$ cat config.mk
export PLATFORM = sky130hd
export DESIGN_NAME = multicycle_ctrl
export DESIGN_NICKNAME = d
export VERILOG_FILES = /design/src/rtl/ctrl_pkg.sv /design/src/rtl/multicycle_ctrl_alu_decoder.sv /design/src/rtl/multicycle_ctrl.sv
export SDC_FILE = /design/constraint.sdc
export NUM_CORES = 1
export LEC_CHECK = 0
export BUFFER_PORTS_ARGS = -buffer_cell sky130_fd_sc_hd__clkbuf_2
export CORE_MARGIN = 2
export CORE_UTILIZATION = 45
export CTS_BUF_LIST = sky130_fd_sc_hd__clkbuf_8
export CTS_CLUSTER_DIAMETER = 200
export CTS_CLUSTER_SIZE = 14
export DETAILED_ROUTE_END_ITERATION = 10
export GPL_ROUTABILITY_DRIVEN = 0
export PLACE_DENSITY = 0.9
export SLEW_MARGIN = 30
export SYNTH_ARGS = -nofsm -noshare
export SYNTH_HDL_FRONTEND = slang
export SYNTH_SLANG_ARGS = --single-unit
$ cat constraint.sdc
create_clock -name clk -period 1.9 [get_ports clk]
set_input_delay 0.38 -clock clk [delete_from_list [all_inputs] [get_ports clk]]
set_output_delay 0.38 -clock clk [all_outputs]
set_load 0.1 [all_outputs]
$ cat src/rtl/ctrl_pkg.sv
// ctrl_pkg: shared types and encodings for the multicycle RV32I control path
//   alu_ctrl_t   ALU operation codes driven on ALUctrl
//   state_t      controller FSM states
//   OP_*         opcode values recognised by DECODE
//   SRCA_*/SRCB_*/RES_*/IMM_*/ALUOP_*  mux-select and ALU-op encodings
package ctrl_pkg;

    typedef enum logic [2:0] {
        ALU_ADD = 3'b000,
        ALU_SUB = 3'b001,
        ALU_AND = 3'b010,
        ALU_OR  = 3'b011,
        ALU_SLT = 3'b101
    } alu_ctrl_t;

    typedef enum logic [3:0] {
        S_FETCH,
        S_DECODE,
        S_MEMADR,
        S_MEMREAD,
        S_MEMWB,
        S_MEMWRITE,
        S_EXEC_R,
        S_EXEC_I,
        S_ALUWB,
        S_BRANCH,
        S_JAL,
        S_TRAP
    } state_t;

    localparam logic [6:0] OP_LOAD  = 7'h03;
    localparam logic [6:0] OP_STORE = 7'h23;
    localparam logic [6:0] OP_R     = 7'h33;
    localparam logic [6:0] OP_I     = 7'h13;
    localparam logic [6:0] OP_BR    = 7'h63;
    localparam logic [6:0] OP_JAL   = 7'h6F;

    localparam logic [1:0] SRCA_PC    = 2'b00;
    localparam logic [1:0] SRCA_OLDPC = 2'b01;
    localparam logic [1:0] SRCA_RS1   = 2'b10;

    localparam logic [1:0] SRCB_RS2  = 2'b00;
    localparam logic [1:0] SRCB_IMM  = 2'b01;
    localparam logic [1:0] SRCB_FOUR = 2'b10;

    localparam logic [1:0] RES_ALUREG = 2'b00;
    localparam logic [1:0] RES_MEM    = 2'b01;
    localparam logic [1:0] RES_ALUOUT = 2'b10;

    localparam logic [1:0] IMM_I = 2'b00;
    localparam logic [1:0] IMM_S = 2'b01;
    localparam logic [1:0] IMM_B = 2'b10;
    localparam logic [1:0] IMM_J = 2'b11;

    localparam logic [1:0] ALUOP_ADD   = 2'b00;
    localparam logic [1:0] ALUOP_SUB   = 2'b01;
    localparam logic [1:0] ALUOP_FUNCT = 2'b10;

endpackage

$ cat src/rtl/multicycle_ctrl_alu_decoder.sv
// alu_decoder: maps ALU-op class and instruction function fields to ALUctrl
//   alu_op    in  2  00 force ADD, 01 force SUB, 10 decode funct fields
//   funct3    in  3  instruction funct3
//   funct7b5  in  1  instruction bit 30
//   op5       in  1  opcode bit 5 (1 = R-type, 0 = I-type)
//   alu_ctrl  out 3  ALU operation
module alu_decoder
    import ctrl_pkg::*;
(
    input  logic [1:0] alu_op,
    input  logic [2:0] funct3,
    input  logic       funct7b5,
    input  logic       op5,
    output alu_ctrl_t  alu_ctrl
);

    // Bit 30 only means SUB for R-type; for addi it is part of the immediate.
    always_comb begin
        alu_ctrl = alu_op == ALUOP_ADD ? ALU_ADD :
                   alu_op == ALUOP_SUB ? ALU_SUB :
                   funct3 == 3'b000    ? ((op5 && funct7b5) ? ALU_SUB : ALU_ADD) :
                   funct3 == 3'b010    ? ALU_SLT :
                   funct3 == 3'b110    ? ALU_OR  :
                   funct3 == 3'b111    ? ALU_AND : ALU_ADD;
    end

endmodule

$ cat src/rtl/multicycle_ctrl.sv
// multicycle_ctrl: multicycle RV32I-subset control FSM with memory req/ready handshake
//   clk, rst_n (sync, active-low)        clock and reset
//   instr[31:0], EQ, mem_ready           inputs from IR, ALU zero flag, memory
//   mem_req, mem_we, adr_src             memory request / direction / address select
//   ir_write, pc_write, reg_write        architectural state write enables
//   alu_src_a, alu_src_b, result_src,
//   imm_src, ALUctrl                     datapath mux selects and ALU operation
//   timeout                              sticky: a request waited MEM_TIMEOUT cycles
//   illegal                              sticky: unknown opcode (CTRL_ILLEGAL_TRAP_EN only)
// Optional feature macro: CTRL_ILLEGAL_TRAP_EN (unknown opcodes trap instead of acting as NOP)
module multicycle_ctrl
    import ctrl_pkg::*;
#(
    parameter int MEM_TIMEOUT = 16
) (
    input  logic        clk,
    input  logic        rst_n,
    input  logic [31:0] instr,
    input  logic        EQ,
    input  logic        mem_ready,
    output logic        mem_req,
    output logic        mem_we,
    output logic        adr_src,
    output logic        ir_write,
    output logic        pc_write,
    output logic        reg_write,
    output logic [1:0]  alu_src_a,
    output logic [1:0]  alu_src_b,
    output logic [1:0]  result_src,
    output logic [1:0]  imm_src,
    output logic [2:0]  ALUctrl,
    output logic        timeout,
    output logic        illegal
);

    localparam int CW = $clog2(MEM_TIMEOUT + 1);

    state_t         state, next;
    logic [1:0]     alu_op;
    alu_ctrl_t      alu_ctrl;
    logic [CW-1:0]  cnt;
    logic           timeout_q;
    logic [6:0]     opcode;
    logic           unused_instr;

    assign opcode       = instr[6:0];
    assign unused_instr = ^{instr[31], instr[29:15], instr[11:7]};

    alu_decoder u_alu_decoder (
        .alu_op   (alu_op),
        .funct3   (instr[14:12]),
        .funct7b5 (instr[30]),
        .op5      (instr[5]),
        .alu_ctrl (alu_ctrl)
    );

    assign ALUctrl = alu_ctrl;
    assign timeout = timeout_q;

    always_ff @(posedge clk) begin
        if (!rst_n) state <= S_FETCH;
        else        state <= next;
    end

    // Outputs are qualified by rst_n so that every strobe is low while reset is held,
    // which also drops an in-flight request without any partial write.
    always_comb begin
        next       = state;
        mem_req    = 1'b0;
        mem_we     = 1'b0;
        adr_src    = 1'b0;
        ir_write   = 1'b0;
        pc_write   = 1'b0;
        reg_write  = 1'b0;
        alu_src_a  = SRCA_PC;
        alu_src_b  = SRCB_RS2;
        result_src = RES_ALUREG;
        imm_src    = IMM_I;
        alu_op     = ALUOP_ADD;
        if (rst_n) begin
            case (state)
                S_FETCH: begin
                    mem_req    = 1'b1;
                    alu_src_b  = SRCB_FOUR;
                    result_src = RES_ALUOUT;
                    ir_write   = mem_ready;
                    pc_write   = mem_ready;
                    next       = mem_ready ? S_DECODE : S_FETCH;
                end
                S_DECODE: begin
                    // Target pre-compute; JAL needs the J immediate for its jump target.
                    alu_src_a = SRCA_OLDPC;
                    alu_src_b = SRCB_IMM;
                    imm_src   = opcode == OP_JAL ? IMM_J : IMM_B;
                    case (opcode)
                        OP_LOAD, OP_STORE: next = S_MEMADR;
                        OP_R:              next = S_EXEC_R;
                        OP_I:              next = S_EXEC_I;
                        OP_BR:             next = S_BRANCH;
                        OP_JAL:            next = S_JAL;
`ifdef CTRL_ILLEGAL_TRAP_EN
                        default:           next = S_TRAP;
`else
                        default:           next = S_FETCH;
`endif
                    endcase
                end
                S_MEMADR: begin
                    alu_src_a = SRCA_RS1;
                    alu_src_b = SRCB_IMM;
                    imm_src   = opcode == OP_STORE ? IMM_S : IMM_I;
                    next      = opcode == OP_STORE ? S_MEMWRITE : S_MEMREAD;
                end
                S_MEMREAD: begin
                    mem_req = 1'b1;
                    adr_src = 1'b1;
                    next    = mem_ready ? S_MEMWB : S_MEMREAD;
                end
                S_MEMWRITE: begin
                    mem_req = 1'b1;
                    mem_we  = 1'b1;
                    adr_src = 1'b1;
                    next    = mem_ready ? S_FETCH : S_MEMWRITE;
                end
                S_MEMWB: begin
                    reg_write  = 1'b1;
                    result_src = RES_MEM;
                    next       = S_FETCH;
                end
                S_EXEC_R: begin
                    alu_src_a = SRCA_RS1;
                    alu_op    = ALUOP_FUNCT;
                    next      = S_ALUWB;
                end
                S_EXEC_I: begin
                    alu_src_a = SRCA_RS1;
                    alu_src_b = SRCB_IMM;
                    alu_op    = ALUOP_FUNCT;
                    next      = S_ALUWB;
                end
                S_ALUWB: begin
                    reg_write = 1'b1;
                    next      = S_FETCH;
                end
                S_BRANCH: begin
                    alu_src_a = SRCA_RS1;
                    alu_op    = ALUOP_SUB;
                    pc_write  = instr[14:12] == 3'b000 ? EQ :
                                instr[14:12] == 3'b001 ? !EQ : 1'b0;
                    next      = S_FETCH;
                end
                S_JAL: begin
                    pc_write  = 1'b1;
                    alu_src_a = SRCA_OLDPC;
                    alu_src_b = SRCB_FOUR;
                    next      = S_ALUWB;
                end
                S_TRAP:  next = S_TRAP;
                default: next = S_FETCH;
            endcase
        end
    end

    // Counts cycles a request has waited; any cycle without a pending request clears it,
    // so each new request starts from zero. Saturates instead of wrapping.
    always_ff @(posedge clk) begin
        if (!rst_n) begin
            cnt       <= '0;
            timeout_q <= 1'b0;
        end else if (mem_req && !mem_ready) begin
            if (cnt != CW'(MEM_TIMEOUT)) cnt <= cnt + 1'b1;
            if (cnt == CW'(MEM_TIMEOUT - 1)) timeout_q <= 1'b1;
        end else begin
            cnt <= '0;
        end
    end

`ifdef CTRL_ILLEGAL_TRAP_EN
    logic illegal_q;
    always_ff @(posedge clk) begin
        if (!rst_n)                                illegal_q <= 1'b0;
        else if (state == S_DECODE && next == S_TRAP) illegal_q <= 1'b1;
    end
    assign illegal = illegal_q;
`else
    assign illegal = 1'b0;
`endif

endmodule

==> Flow_metrics.wiki, run 1 <==
{| class="wikitable"
! Metric !! Value
|-
| Post-placement cell area || 1624 um2
|-
| Maximum clock path buffer count || 2
|-
| Post-Synthesis Cell Area || 947.2 um2
|-
| Die height || 49.88 um
|-
| Synthesized flop and latch total || 10
|-
| I/O pin count || 55
|-
| Post-synthesis cell count || 136
|-
| Error message || [ERROR DPL-0038] Utilization greater than 100%, impossible to legalize
|-
| Synth top area cells || dfxtp_1, nor2_1, nand2_1
|-
| Root Buffer || clkbuf_8
|-
| YS warnings || 0
|-
| Post-detail-place hpwl || 2.691 mm
|-
| Most numerous cell in the Yosys netlist || nor2_1
|-
| Width of the die || 49.88 um
|-
| Number of buffers inserted by hold repair at cts || 0
|-
| Count of port buffers added during placement || 32
|-
| Share of Yosys cell area claimed by the top area cell type || 21.14%
|-
| Number of clock buffers inserted by TritonCTS || 3
|-
| Share of the yosys chip area belonging to registers || 21.14%
|-
| Depth of the CTS H-tree || 1
|-
| Pin count of the biggest net entering global routing || 18
|-
| Dominant synthesized flop cell || dfxtp_1
|-
| Most used standard cells in the synthesized netlist || nor2_1, nand2_1, dfxtp_1
|-
| FFs w/ async S/R, synth || 0%
|-
| Yosys cell types || 41
|-
| Standard-cell rows || 16
|-
| Worst-path endpoint category || primary output
|-
| Outcome || aborted with a tool error
|-
| Post-synth EDFFs || 0
|-
| Cell type contributing the most total cell area after synthesis || dfxtp_1
|-
| Stop stage || global routing (5_1_grt)
|-
| Pre-CTS setup slack || -92.54 ps
|-
| Average cell area after synthesis || 6.964 um2
|-
| Net count of the mapped netlist || 175
|-
| # clock sinks || 10
|-
| Starting density of the core || 47.79%
|-
| Worst endpoint after global-route timing repair || imm_src[0]
|}
[cell families after synthesis]
kind of cell	synth area share [%]
AND/OR/NAND/NOR	40.69
AO/OA/AOI/OAI	17.31
multiplexers	1.057
buffers and inverters	8.057
XOR/XNOR	7.397
other	0.3959
flip-flops	21.14
adder cells (fa/ha/maj)	3.963
[timing repair]
item                       in CTS
gates resized for setup        24
pin swaps                       9
setup endpoints to repair      14
buffers inserted                6
hold endpoints to repair        0
[stage by stage]
step	setup TNS, ps	instances
after detailed placement	-142.8	203
after CTS	-611.3	213
after global placement	-57.70	203
after floorplan	-2160	136
==> inputs of run 2 (changes only) <==
--- a/config.mk
+++ b/config.mk
@@ -6,14 +6,11 @@
 export NUM_CORES = 1
 export LEC_CHECK = 0
 export BUFFER_PORTS_ARGS = -buffer_cell sky130_fd_sc_hd__clkbuf_2
-export CORE_MARGIN = 2
-export CORE_UTILIZATION = 45
-export CTS_BUF_LIST = sky130_fd_sc_hd__clkbuf_8
-export CTS_CLUSTER_DIAMETER = 200
-export CTS_CLUSTER_SIZE = 14
+export CORE_AREA = 2 2 63 65
 export DETAILED_ROUTE_END_ITERATION = 10
+export DIE_AREA = 0 0 65 67
 export GPL_ROUTABILITY_DRIVEN = 0
-export PLACE_DENSITY = 0.9
+export PLACE_DENSITY_LB_ADDON = 0.15
 export SLEW_MARGIN = 30
 export SYNTH_ARGS = -nofsm -noshare
 export SYNTH_HDL_FRONTEND = slang
==> run 2 against run 1 <==
Against the previous run:
- the flow now finishes, with violations (negative setup slack)
- synthesized cell count unchanged
- synthesized area unchanged
==> Flow_metrics.wiki, run 2 <==
{| class="wikitable"
! Metric !! Value
|-
| Wire length of the first global-routing pass || 4.781 mm
|-
| Clock Pin Slew Worst Setup and Hold Paths || 50 ps
|-
| GR Util met1 || 17.97%
|-
| Most used standard cells in the synthesized netlist || nor2_1, nand2_1, dfxtp_1
|-
| Remaining Overflow, GRT || 0
|-
| Number of buffers inserted by hold repair at cts || 0
|-
| Share of Yosys cell area claimed by the top area cell type || 21.14%
|-
| Violation count after the first detailed-route iteration || 17
|-
| Width of the die || 65 um
|-
| Met3 global-route usage || 3.209%
|-
| Number of max-slew violations in the final report || 0
|-
| Area overhead of the layout relative to synthesis || 94.58%
|-
| DR vias/cell || 4.772
|-
| Leading cell types in the layout, fill and taps excluded || buf_4, buf_12, clkbuf_2, nand2_1, nor2_1
|-
| Most common library cell in the layout ignoring fill and taps || buf_4
|-
| Worst relative slew slack || 63.18%
|-
| Final critical-path required period || 2041 ps
|-
| Maximum clock path buffer count || 2
|-
| Most numerous cell in the Yosys netlist || nor2_1
|-
| Pin count of the biggest net entering global routing || 18
|-
| Highest clock frequency the design can meet || 0.4900 GHz
|-
| Count of port buffers added during placement || 32
|-
| Yosys cell types || 41
|-
| Worst path required time || 1520 ps
|-
| Post-detail-place hpwl || 2.261 mm
|-
| Remaining antenna violation count after routing || 0
|-
| Final-report setup violation count || 4
|-
| Least setup slack across all paths after layout || -140.6 ps
|-
| YS warnings || 0
|-
| Post-synth EDFFs || 0
|-
| Depth of the CTS H-tree || 1
|-
| Critical path class || reg2out
|-
| Highest-delay cell along the critical path || or4_4
|-
| Unrepaired setup endpoints after global routing || yes
|-
| Critical path endpoint category || output pin
|-
| Synthesized flop and latch total || 10
|-
| Nets@finish || 229
|-
| Number of flip-flops under the largest register name || 5
|-
| Violations in the final reports || negative setup slack
|-
| Clock tree from TritonCTS || done
|-
| Net count of the mapped netlist || 175
|-
| Root Buffer || clkbuf_8
|-
| Cell type contributing the most total cell area after synthesis || dfxtp_1
|-
| Average cell area after synthesis || 6.964 um2
|-
| Type of the most critical hold path || reg2reg
|-
| Crit-path cells || or4_4 > o32ai_2 > and2_4 > buf_12
|-
| Total power per unit cell area || 421.6 nW/um2
|-
| Post-Synthesis Cell Area || 947.2 um2
|-
| # clock sinks || 10
|-
| Startpoint type of the worst setup path || flip-flop
|-
| Outcome || finished, violations left
|-
| Standby leakage power || 0.7422 nW
|-
| CP peak stage delay || 540 ps
|-
| Residual DRC || 0
|-
| Transition time at the pin with the least slew margin || 548.0 ps
|-
| Total Wirelength || 2.746 mm
|-
| Buffering stage count on the worst path with inverters included || 1
|-
| Synth top area cells || dfxtp_1, nor2_1, nand2_1
|-
| Standard-cell rows || 22
|-
| Final worst-path cycle share || 107.4%
|-
| Total iterations of the first detailed-routing run || 4
|-
| Met2 capacity usage during global routing || 23.20%
|-
| Count of fill cells added during filler insertion || 348
|-
| Post-synthesis cell count || 136
|-
| Number of clock buffers inserted by TritonCTS || 3
|-
| Fraction of layout instances using a drive strength above 1 || 51.85%
|-
| Maximum VDD drop || 0.0002187 V
|-
| Overall power consumption || 777.0 uW
|-
| Die Area || 4355 um2
|-
| Skew-Pair Late Insertion Delay || 240 ps
|-
| Maximum capacitance violations || 0
|-
| Die height || 67 um
|-
| Setup TNS after final layout || -416.6 ps
|-
| Global router's overall resource usage || 13.85%
|-
| Antenna violations before repair || 0
|-
| Number of diodes added for antenna fixing || 0
|-
| FFs w/ async S/R, synth || 0%
|-
| I/O pin count || 55
|-
| Core Box Area || 3606 um2
|-
| Vias in the first global route || 1080
|-
| Share of the yosys chip area belonging to registers || 21.14%
|-
| Dominant synthesized flop cell || dfxtp_1
|-
| Clock tree skew after final layout || 1.614 ps
|-
| Mean routed wirelength per cell || 11.59 um
|-
| Dominant delay contributor by cell family on the critical path || simple AND/OR/NAND/NOR gates
|-
| Register with the most flip-flops || cnt
|-
| Starting density of the core || 26.27%
|-
| Hold violation count in the final report || 0
|-
| Maximum fanout count along the critical path || 4
|-
| Data arrival time at the worst-slack endpoint || 1660 ps
|-
| Via count || 1131
|-
| Busiest metal layer after global routing || met2
|}
run 2: cell counts after synthesis:
Identical to the previous run, type by type.
run 2: timing repair:
item                                    CTS  global route
endpoints found under the setup margin   13            15
pin swaps                                 3             7
resized for setup                         7            11
setup buffers                             5             2
gates cloned                              0             0
run 2: final timing paths:
check | startpoint | endpoint | slack [ps] | cells past startpoint
worst min register to register | timeout | timeout | 460 | 1
worst max register to register | state[3] | state[3] | 420 | 3
worst min-delay path | timeout | timeout | 460 | 1
worst max-delay path | state[3] | imm_src[0] | -140 | 4
run 2: metrics by stage:
step / setup WS, ps / std cells / utilization [%] / hold slack, ps / instance area [um2]
floorplan: -702.7 / 136 / - / 494.2 / 1114
global placement: -67.11 / 226 / 46.18 / 447.2 / 1665
detailed placement: -62.83 / 226 / 46.18 / 457.4 / 1665
CTS: -143.9 / 235 / 49.41 / 469.2 / 1782
global route: -229.9 / 237 / 51.11 / 488.0 / 1843
finish: -140.6 / 237 / 51.11 / 461.5 / 1843
run 2: layout make-up:
| cell class | count | area [um2] | area share, % |
|---|---|---|---|
| inverters | 7 | 26.28 | 1.426 |
| repair buffers | 58 | 621.8 | 33.74 |
| clock buffers | 4 | 55.05 | 2.987 |
| flip-flops and latches | 10 | 205.2 | 11.13 |
| multi-input cells | 110 | 874.6 | 47.45 |
| well taps | 48 | 60.06 | 3.259 |
run 2: cell families (layout without fill, tap and decap cells):
family / count (synthesis) / after routing / synth area share [%]
AOI/OAI and AO/OA: 26 / 26 / 17.31
other: 1 / 1 / 0.3959
and+or+nand+nor: 71 / 71 / 40.69
DFF: 10 / 10 / 21.14
buffers and inverters: 16 / 69 / 8.057
muxes: 1 / 1 / 1.057
adders and majority gates: 3 / 3 / 3.963
xor gates and xnor gates: 8 / 8 / 7.397
run 2: power breakdown:
group          switching [mW]  internal (mW)
combinational           0.169          0.124
sequential            0.00367          0.214
clock                  0.0834          0.182
run 2: worst reg2reg max path, delay by kind of cell (launching register included):
| family | cells | cell delay (ps) |
|---|---|---|
| compound gates | 1 | 150 |
| flops | 1 | 340 |
| simple gates | 2 | 920 |
run 2: layer usage:
metal	vias up	wire [um]
li1	580	-
met1	521	1237
met2	25	1351
met3	5	126
met4	0	29
met5	-	0
Power figures use the tool's default switching activity.
==> inputs of run 3 (changes only) <==
--- a/config.mk
+++ b/config.mk
@@ -5,6 +5,7 @@
 export SDC_FILE = /design/constraint.sdc
 export NUM_CORES = 1
 export LEC_CHECK = 0
+export ABC_CLOCK_PERIOD_IN_PS = 2200
 export BUFFER_PORTS_ARGS = -buffer_cell sky130_fd_sc_hd__clkbuf_2
 export CORE_AREA = 2 2 63 65
 export DETAILED_ROUTE_END_ITERATION = 10
==> constraint.sdc (replaced) <==
create_clock -name clk -period 2.2 [get_ports clk]
set_input_delay 0.44 -clock clk [delete_from_list [all_inputs] [get_ports clk]]
set_output_delay 0.44 -clock clk [all_outputs]
set_load 0.1 [all_outputs]
==> run 3 against run 2 <==
Against the previous run:
- the run now ends clean
- design area is 12% lower
- wire length down 7.9%
- global-route usage is 1.3 points lower
- power decreased by 19%
- sequential cell count stayed put
- via count down 7.5%
- clock skew is 0.54 ps lower
- clock power shrank 17%
- non-clock buffer count down 17
- largest cell class unchanged
- die area unchanged
==> Flow_metrics.wiki, run 3 (same netlist as run 2, synthesis figures left out) <==
{| class="wikitable"
! Metric !! Value
|-
| Leading cell types in the layout, fill and taps excluded || buf_12, clkbuf_2, nand2_1, nor2_1, buf_4
|-
| Number of cells in the finished layout apart from fillers || 220
|-
| Outcome || completed
|-
| Most common library cell in the layout ignoring fill and taps || buf_12
|-
| Maximum capacitance violations || 0
|-
| Worst relative slew slack || 61.89%
|-
| Width of the die || 65 um
|-
| Die height || 67 um
|-
| Pre-CTS setup slack || 36.28 ps
|-
| Global router's overall resource usage || 12.52%
|-
| Number of flip-flops under the largest register name || 5
|-
| Skew-Pair Late Insertion Delay || 230 ps
|-
| Maximum fanout count along the critical path || 23
|-
| Maximum VDD drop || 0.0002184 V
|-
| # clock sinks || 10
|-
| Startpoint type of the worst setup path || flip-flop
|-
| I/O pin count || 55
|-
| Fraction of layout instances using a drive strength above 1 || 40.12%
|-
| Worst setup slack for register-to-register paths || 580 ps
|-
| Standard-cell rows || 22
|-
| Maximum clock path buffer count || 2
|-
| Wire length of the first global-routing pass || 4.402 mm
|-
| Depth of the CTS H-tree || 1
|-
| Remaining antenna violation count after routing || 0
|-
| Clock Pin Slew Worst Setup and Hold Paths || 50 ps
|-
| Count of fill cells added during filler insertion || 369
|-
| Transition time at the pin with the least slew margin || 567.3 ps
|-
| Starting density of the core || 26.27%
|-
| Clock tree skew after final layout || 1.076 ps
|-
| Pin count of the biggest net entering global routing || 24
|-
| Post-placement cell area || 1541 um2
|-
| Vias in the first global route || 1000
|-
| Final critical-path required period || 2126 ps
|-
| Number of buffers inserted by hold repair at cts || 0
|-
| Post-detail-place hpwl || 2.047 mm
|-
| Overall power consumption || 626.0 uW
|-
| Crit-path cells || buf_4 > or4b_4 > a21boi_4 > buf_12
|-
| Critical path endpoint category || output pin
|-
| Total placed cells including tap cells || 214
|-
| Final standard cell area without fillers || 1622 um2
|-
| Remaining Overflow, GRT || 0
|-
| Sequential standard cell area || 201.4 um2
|-
| Register with the most flip-flops || cnt
|-
| Unrepaired setup endpoints after global routing || no
|-
| Number of max-slew violations in the final report || 0
|-
| Mean routed wirelength per cell || 11.50 um
|-
| Standby leakage power || 0.6348 nW
|-
| Nets@finish || 212
|-
| Count of port buffers added during placement || 32
|-
| Highest clock frequency the design can meet || 0.4704 GHz
|-
| Total Wirelength || 2.529 mm
|-
| Final-report setup violation count || 0
|-
| Total iterations of the first detailed-routing run || 4
|-
| Number of clock buffers inserted by TritonCTS || 3
|-
| Type of the most critical hold path || reg2reg
|-
| Core Box Area || 3606 um2
|-
| Setup TNS after final layout || 0 ps
|-
| Data arrival time at the worst-slack endpoint || 1690 ps
|-
| Root Buffer || clkbuf_8
|-
| Hold violation count in the final report || 0
|-
| DR vias/cell || 4.755
|-
| Violation count after the first detailed-route iteration || 34
|-
| Number of diodes added for antenna fixing || 0
|-
| Worst path required time || 1760 ps
|-
| Clock tree from TritonCTS || done
|-
| Residual DRC || 0
|-
| Total power per unit cell area || 386.1 nW/um2
|-
| Critical path class || reg2out
|-
| Via count || 1046
|-
| Final worst-path cycle share || 96.62%
|-
| Die Area || 4355 um2
|-
| Highest-delay cell along the critical path || or4b_4
|-
| Least setup slack across all paths after layout || 74.31 ps
|-
| Area overhead of the layout relative to synthesis || 71.20%
|-
| Antenna violations before repair || 0
|-
| Footprint of the multi-input gates || 808.3 um2
|-
| CP peak stage delay || 510 ps
|}
-- run 3: cell type report --
type | count | share of cell area, %
Clock buffer | 4 | 3.395
Inverter | 7 | 1.620
Multi-Input combinational cell | 110 | 49.85
Sequential cell | 10 | 12.42
Tap cell | 48 | 3.704
Timing Repair Buffer | 41 | 29.01
-- run 3: report_power, final --
group / switching (mW) / internal [mW] / total (mW)
clock: 0.0634 / 0.157 / 0.220
sequential: 0.00278 / 0.185 / 0.188
combinational: 0.137 / 0.0809 / 0.218
-- run 3: per-layer routing --
layer  wire length [um]  global-route usage [%]  share of wire, %
met3                124                   2.365               4.9
met1               1263                   17.43                50
met5                  0                       0                 0
met4                 19                   1.596              0.75
met2               1123                   20.49                44
-- run 3: worst paths after layout --
path	start	endpoint	cells after the start
setup / recovery	state[1]	ALUctrl[0]	4
hold reg to reg	timeout	timeout	1
setup reg to reg	state[2]	timeout	5
hold / removal	timeout	timeout	1
-- run 3: worst max-delay path: cells and delay by family, from the launching register on --
family	cells	cell delay, ps
AOI/OAI and AO/OA	1	160
buffers and inverters	2	460
and+or+nand+nor	1	510
DFF	1	320
-- run 3: stage by stage --
stage | util [%] | hold slack (ps)
floorplan | - | 494.2
global placement | 42.75 | 453.7
detailed placement | 42.75 | 455.6
CTS | 44.52 | 466.8
global route | 44.97 | 479.2
finish | 44.97 | 459.8
-- run 3: what timing repair did --
action | in CTS | in global routing
setup buffers | 0 | 2
resized for setup | 2 | 1
endpoints found under the setup margin | 1 | 1
pin swaps | 0 | 2
